==> src/rtl/pqsdn_cam_wr_ctrl.sv <==
// Write-side table manager for the pqsdn CAM: slot allocation, delete, and zero sweep on reset/flush.
// Optional macro PQSDN_CAM_WR_ZERO_ON_DEL_EN makes a successful delete also zero the CAM entry.
module pqsdn_cam_wr_ctrl #(
  parameter int DATA_W = 64,
  parameter int ADDR_W = 6,
  parameter int EN_W   = DATA_W / 8
) (
  input  logic                clk,
  input  logic                rst_n,
  input  logic                flush_i,
  input  logic                req_valid_i,
  output logic                req_ready_o,
  input  logic                req_op_i,
  input  logic [ADDR_W-1:0]   req_addr_i,
  input  logic [DATA_W-1:0]   req_data_i,
  output logic                rsp_valid_o,
  output logic [ADDR_W-1:0]   rsp_addr_o,
  output logic [1:0]          rsp_status_o,
  output logic                en_a_o,
  output logic [EN_W-1:0]     wren_a_o,
  output logic [ADDR_W-1:0]   wraddr_a_o,
  output logic [DATA_W-1:0]   wrdata_a_o,
  output logic [ADDR_W:0]     occupancy_o,
  output logic                busy_o
);

  localparam int DEPTH = 1 << ADDR_W;
  localparam logic [1:0] ST_OK        = 2'b00;
  localparam logic [1:0] ST_FULL      = 2'b01;
  localparam logic [1:0] ST_NOT_VALID = 2'b10;
  localparam logic [1:0] ST_KEY_RSVD  = 2'b11;

  typedef enum logic [1:0] {CLEAR, IDLE, EXEC, RESP} state_e;

  state_e              state_q;
  logic [DEPTH-1:0]    bitmap_q;
  logic [ADDR_W-1:0]   sweepCnt_q;
  logic                sweepDone_q;
  logic [1:0]          pendStatus_q;
  logic [ADDR_W-1:0]   pendAddr_q;
  logic                pendSet_q;
  logic                pendClr_q;
  logic                reqReady_q;
  logic                rspValid_q;
  logic [ADDR_W-1:0]   rspAddr_q;
  logic [1:0]          rspStatus_q;
  logic                enA_q;
  logic [EN_W-1:0]     wrenA_q;
  logic [ADDR_W-1:0]   wraddrA_q;
  logic [DATA_W-1:0]   wrdataA_q;
  logic [ADDR_W:0]     occupancy_q;
  logic                busy_q;

  logic [ADDR_W-1:0]   freeSlot;
  logic                tableFull;
  logic [1:0]          decStatus_d;
  logic [ADDR_W-1:0]   decAddr_d;
  logic                decWrite_d;
  logic [DATA_W-1:0]   decData_d;
  logic                decSet_d;
  logic                decClr_d;

  // Lowest-index free slot: scanning downward lets the smallest index win.
  always_comb begin
    freeSlot = '0;
    for (int i = DEPTH - 1; i >= 0; i--) begin
      if (!bitmap_q[i]) freeSlot = ADDR_W'(i);
    end
    tableFull = &bitmap_q;
  end

  // The request is resolved on the accept edge so the CAM write is registered into the EXEC cycle.
  always_comb begin
    decStatus_d = ST_OK;
    decAddr_d   = req_addr_i;
    decWrite_d  = 1'b0;
    decData_d   = '0;
    decSet_d    = 1'b0;
    decClr_d    = 1'b0;
    if (!req_op_i) begin
      decAddr_d = '0;
      if (req_data_i == '0) begin
        decStatus_d = ST_KEY_RSVD;
      end else if (tableFull) begin
        decStatus_d = ST_FULL;
      end else begin
        decAddr_d  = freeSlot;
        decWrite_d = 1'b1;
        decData_d  = req_data_i;
        decSet_d   = 1'b1;
      end
    end else if (!bitmap_q[req_addr_i]) begin
      decStatus_d = ST_NOT_VALID;
    end else begin
      decClr_d = 1'b1;
`ifdef PQSDN_CAM_WR_ZERO_ON_DEL_EN
      decWrite_d = 1'b1;
`else
      decWrite_d = 1'b0;
`endif
    end
  end

  always_ff @(posedge clk) begin
    if (!rst_n) begin
      state_q      <= CLEAR;
      bitmap_q     <= '0;
      sweepCnt_q   <= '0;
      sweepDone_q  <= 1'b0;
      pendStatus_q <= ST_OK;
      pendAddr_q   <= '0;
      pendSet_q    <= 1'b0;
      pendClr_q    <= 1'b0;
      reqReady_q   <= 1'b0;
      rspValid_q   <= 1'b0;
      rspAddr_q    <= '0;
      rspStatus_q  <= ST_OK;
      enA_q        <= 1'b0;
      wrenA_q      <= '0;
      wraddrA_q    <= '0;
      wrdataA_q    <= '0;
      occupancy_q  <= '0;
      busy_q       <= 1'b0;
    end else begin
      case (state_q)
        CLEAR: begin
          if (!sweepDone_q) begin
            enA_q     <= 1'b1;
            wrenA_q   <= '1;
            wrdataA_q <= '0;
            wraddrA_q <= sweepCnt_q;
            busy_q    <= 1'b1;
            if (sweepCnt_q == ADDR_W'(DEPTH - 1)) sweepDone_q <= 1'b1;
            else sweepCnt_q <= sweepCnt_q + ADDR_W'(1);
          end else begin
            enA_q       <= 1'b0;
            wrenA_q     <= '0;
            wraddrA_q   <= '0;
            busy_q      <= 1'b0;
            sweepDone_q <= 1'b0;
            sweepCnt_q  <= '0;
            reqReady_q  <= 1'b1;
            state_q     <= IDLE;
          end
        end
        IDLE: begin
          if (flush_i) begin
            bitmap_q    <= '0;
            occupancy_q <= '0;
            sweepCnt_q  <= '0;
            sweepDone_q <= 1'b0;
            reqReady_q  <= 1'b0;
            state_q     <= CLEAR;
          end else if (req_valid_i && reqReady_q) begin
            reqReady_q   <= 1'b0;
            enA_q        <= decWrite_d;
            wrenA_q      <= decWrite_d ? '1 : '0;
            wraddrA_q    <= decWrite_d ? decAddr_d : '0;
            wrdataA_q    <= decData_d;
            pendStatus_q <= decStatus_d;
            pendAddr_q   <= decAddr_d;
            pendSet_q    <= decSet_d;
            pendClr_q    <= decClr_d;
            state_q      <= EXEC;
          end
        end
        EXEC: begin
          enA_q     <= 1'b0;
          wrenA_q   <= '0;
          wraddrA_q <= '0;
          wrdataA_q <= '0;
          if (pendSet_q) begin
            bitmap_q[pendAddr_q] <= 1'b1;
            occupancy_q          <= occupancy_q + (ADDR_W + 1)'(1);
          end else if (pendClr_q) begin
            bitmap_q[pendAddr_q] <= 1'b0;
            occupancy_q          <= occupancy_q - (ADDR_W + 1)'(1);
          end
          rspValid_q  <= 1'b1;
          rspAddr_q   <= pendAddr_q;
          rspStatus_q <= pendStatus_q;
          state_q     <= RESP;
        end
        RESP: begin
          rspValid_q <= 1'b0;
          reqReady_q <= 1'b1;
          state_q    <= IDLE;
        end
        default: state_q <= CLEAR;
      endcase
    end
  end

  assign req_ready_o  = reqReady_q;
  assign rsp_valid_o  = rspValid_q;
  assign rsp_addr_o   = rspAddr_q;
  assign rsp_status_o = rspStatus_q;
  assign en_a_o       = enA_q;
  assign wren_a_o     = wrenA_q;
  assign wraddr_a_o   = wraddrA_q;
  assign wrdata_a_o   = wrdataA_q;
  assign occupancy_o  = occupancy_q;
  assign busy_o       = busy_q;

endmodule

==> config.mk <==
export PLATFORM = sky130hd
export DESIGN_NAME = pqsdn_cam_wr_ctrl
export DESIGN_NICKNAME = d
export VERILOG_FILES = /design/src/rtl/pqsdn_cam_wr_ctrl.sv
export SDC_FILE = /design/constraint.sdc
export NUM_CORES = 1
export LEC_CHECK = 0
export ABC_CLOCK_PERIOD_IN_PS = 3290
export CAP_MARGIN = 20
export CORE_MARGIN = 5
export CORE_UTILIZATION = 53
export DETAILED_ROUTE_END_ITERATION = 10
export PLACE_DENSITY = 0.86
export SLEW_MARGIN = 20
export SYNTH_ARGS = -nofsm -noshare
export SYNTH_HDL_FRONTEND = slang
export SYNTH_SLANG_ARGS = --single-unit
==> constraint.sdc <==
create_clock -name clk -period 3.29 [get_ports clk]
set_input_delay 0.4935 -clock clk [delete_from_list [all_inputs] [get_ports clk]]
set_output_delay 0.4935 -clock clk [all_outputs]
set_load 0.02 [all_outputs]
==> key figures <==
Status
  – Outcome: complete, no violations

STA
  – Least-Margin Pin Slew: 0.9973 ns
  – RSZ-0062 raised after global routing: no
  – Setup-failing EPs final: 0
  – Min Tclk post-route: around 2.9 ns
  – Clock skew: 0.009398 ns
  – Setup TNS: 0 ns
  – Endpoints failing hold: 0
  – Final WS setup: 0.4170 ns
  – Min Hold Slack: 0.4553 ns
  – Worst slew margin: between 30 and 40%
  – Slew Viols, Final: 0
  – Tcrit/Tclk final: about 87%
  – Max Freq: about 350 MHz

Clock tree
  – CTS buffer count: 17
  – Clock sink total: 172
  – Longest Clk Path Bufs: 2
  – Reg clk slew, reported paths: 0.07 ns
  – Setup bufs post-CTS: 0
  – Clk root buf: clkbuf_16
  – Clk_lat worst skew: 0.44 ns
  – CTS resizes: 0
  – CTS Hold Bufs: 0
  – CTS tree: yes
  – H-tree Lvls: 4

Synthesis
  – Avg Cell Area, Syn: 8.830 µm²
  – Post-synth ARST share: 0%
  – Simple-gate share of the synthesized area: 21.67%
  – Compound-Gate Fraction of Synth Area: 27.49%
  – Post-synth EDFFs: 0
  – Count of cell types in the netlist: between 60 and 70
  – Synth Register Bits: 172
  – Adder-Cell Fraction of Synth Area: 1.655%
  – Synth Instances: 1079
  – Predominant post-synthesis flop cell: dfxtp_1
  – Post-Syn Nets: 1166
  – Post-Synth XOR/XNOR Area: 0.6435%
  – Post-synthesis mux area share: 6.763%
  – Share of the yosys chip area belonging to registers: 36.14%
  – Cell area after synthesis: 0.009528 mm²
  – Largest family of logic cells by synthesized area: compound AO/OA/AOI/OAI gates
  – Synth warnings: 0

Power
  – Pleak: 3.610 nW
  – Pwr Density: 423.6 mW/mm²
  – Worst vdd ir: 366.0 µV

Final layout
  – Fin nets: around 1300
  – Antenna cells: 0
  – # fillers: 1340
  – Layout cell share with drive strength beyond 1: 9.992%
  – Area delta synth->final: 24.35%
  – Final Instance Area: 0.01185 mm²
  – Layout Utilization: between 60% and 70%

Critical path
  – Buf/Inv on CP: 1
  – Critical Path Max Stage Delay: around 0.60 ns
  – Slack of the worst reg-to-reg path: 0.42 ns
  – CP top delay family: compound AO/OA/AOI/OAI gates
  – Worst r2r dst: bitmap_q[6]
  – Slowest CP cell: a211o_2
  – Cell count of the worst reg-to-reg path: 8
  – CP Capture Point: bitmap_q[6]
  – CP Class: register to register
  – Worst R2R Start: state_q[1]
  – CP Capture Type: register
  – Critical Path Start: state_q[1]
  – Crit-path most repeated cell: nor2b_1
  – Crit start category: register
  – Worst Path Required: 3.61 ns
  – Cell depth of the worst setup path: 8
  – CP max FO: 33
  – Crit path cell chain: inv_1 > ha_1 > nor2b_1 > a211o_2 > or3_1 > o21ai_0 > a22oi_1 > nor2b_1
  – WP data arrival: about 3.2 ns

Route
  – WL met2: 13.49 mm
  – Vias per Instance: 6.280
  – DR WL/cell: 19.87 µm
  – Top sig layer: met4
  – Metal-1 WL: 11.31 mm
  – DR vias: 8980
  – Initial DRT Pass Iterations: 6
  – Drt total wl: between 20 and 30 mm
  – Remaining antenna violation count: 0
  – Routed wl met3: 2.531 mm
  – DRC: 0
  – Initial DRC count: about 770

Global routing
  – Largest net degree at the start of global routing: a little over 100
  – Total track usage: between 20% and 30%
  – Gr ovfl total: 0
  – First-pass GRT wire length: 44.02 mm
  – Vias in the first global route: 8356
  – Initial antenna violation count: 0

Flow run
  – Max-cap violations: 0

Floorplanning
  – Die height: 144.1 µm
  – Die X: about 140 µm
  – Core Box Area: 0.01784 mm²
  – Starting Density: 53.40%
  – Row count: 49
  – DIE AREA: 0.02076 mm²
  – I/O pins: 172

Placement
  – IO Port Bufs: 171
  – DP Area: 0.01121 mm²
  – Post-DP HPWL: about 19 mm
  – Gpl congestion: ~0.94
  – Pre-CTS setup slack: approximately 0.17 ns

Hold path
  – Tightest Hold Check Type: register to register
state kept, by name, summed over array words and instances (netlist names):
name,cells
pendClr_q,1
occupancy_o,7
pendAddr_q,6
pendSet_q,1
busy_o,1
sweepCnt_q,6
state_q,2
rsp_addr_o,6
sweepDone_q,1
bitmap_q,64
wren_a_o,1
rsp_valid_o,1
rsp_status_o,2
pendStatus_q,2
req_ready_o,1
wrdata_a_o,64
wraddr_a_o,6
cell families (layout without fill, tap and decap cells):
kind of cell / after synthesis / after routing
flops: 172 / 172
mux: 37 / 37
buf+inv: 112 / 234
xor+xnor: 7 / 7
fa+ha+maj: 12 / 12
compound gates: 369 / 369
simple gates: 370 / 370
Yosys cell counts (all sizes together), types with 3 or more instances:
master	instances	area share [%]
buf	30	2.4
nor4	21	1.4
a21o	6	0.47
or3b	4	0.37
nor2b	137	9.0
nand2b	4	0.26
o211ai	5	0.39
nor3	7	0.37
o31ai	5	0.39
nor3b	3	0.24
inv	19	0.75
a21oi	34	1.8
a22oi	122	13
dfxtp	172	36
ha	11	1.4
nand3	24	1.3
nand4	29	1.9
a211oi	5	0.39
xor2	5	0.46
a21boi	13	1.0
o21ai	150	7.9
nand3b	7	0.55
mux4	18	4.8
a31oi	7	0.46
nand2	77	3.0
a32oi	3	0.28
nor2	28	1.1
nand4b	3	0.28
or3	11	0.72
o2111ai	3	0.28
mux2i	19	2.0
clkbuf	63	2.5
and2	7	0.46
layout by cell type, fill, tap and decap left out, types with 4 or more instances in the layout:
cell type,count
dfxtp_1,172
clkdlybuf4s50_1,170
o21ai_0,147
nor2b_1,137
nand2_1,76
a22oi_1,64
a22oi_2,58
a21oi_1,34
nand4_1,29
nor2_1,28
nand3_1,23
nor4_1,21
inv_1,19
mux2i_1,19
clkbuf_16,17
mux4_1,13
a21boi_0,11
or3_1,11
ha_1,10
buf_4,10
nand3b_1,7
nor3_1,7
and2_1,7
a31oi_1,7
a21o_1,6
o211ai_1,5
xor2_1,5
mux4_2,5
o31ai_1,5
nand2b_1,4
a211oi_1,4
clkinv_4,4
inv_6,4
worst register-to-register path, delay by kind of cell (launching register included):
family / cells / cell delay, ns
compound gates: 3 / 0.94
flops: 1 / 0.34
simple gates: 3 / 0.90
fa+ha+maj: 1 / 0.45
buf+inv: 1 / 0.12
where the power goes:
group | switching [W] | total, W | internal [W]
clock network | 0.000901 | 0.00218 | 0.00128
logic | 0.000390 | 0.000676 | 0.000285
registers | 0.0000408 | 0.00217 | 0.00212
how the worst min path moves through the flow:
stage | from | to | slack, ns | cells past startpoint
4_1_cts | pendClr_q | pendClr_q | 0.46 | 2
5_1_grt | pendClr_q | pendClr_q | 0.49 | 2
3_5_place_dp | pendClr_q | pendClr_q | 0.45 | 2
3_3_place_gp | pendClr_q | pendClr_q | 0.44 | 2
2_1_floorplan | pendClr_q | pendClr_q | 0.43 | 2
6_report | pendClr_q | pendClr_q | 0.46 | 2
final cells by class:
cell class                      count  area [µm²]  share of cell area (%)
Inverter                           19       71.32                  0.6020
Clock inverter                     12       171.4                   1.447
Tap cell                          229       286.5                   2.418
Clock buffer                       20       466.7                   3.939
Timing Repair Buffer              183        1837                   15.50
Multi-Input combinational cell    795        5572                   47.03
Sequential cell                   172        3443                   29.06
per-layer routing:
layer  vias to the layer above  global-route usage (%)
met2                       468                   44.19
met4                         0                   10.80
met3                        83                   4.630
met5                         -                       0
li1                       4209                       -
met1                      4220                   34.06
per-stage QoR:
stage	std cells	total power, W
after floorplan	1079	0.002612
after global placement	1398	0.002867
after detailed placement	1398	0.002879
after CTS	1430	0.005024
after global routing	1430	0.005164
final	1430	0.005019
(Power assumes the default switching activity.)
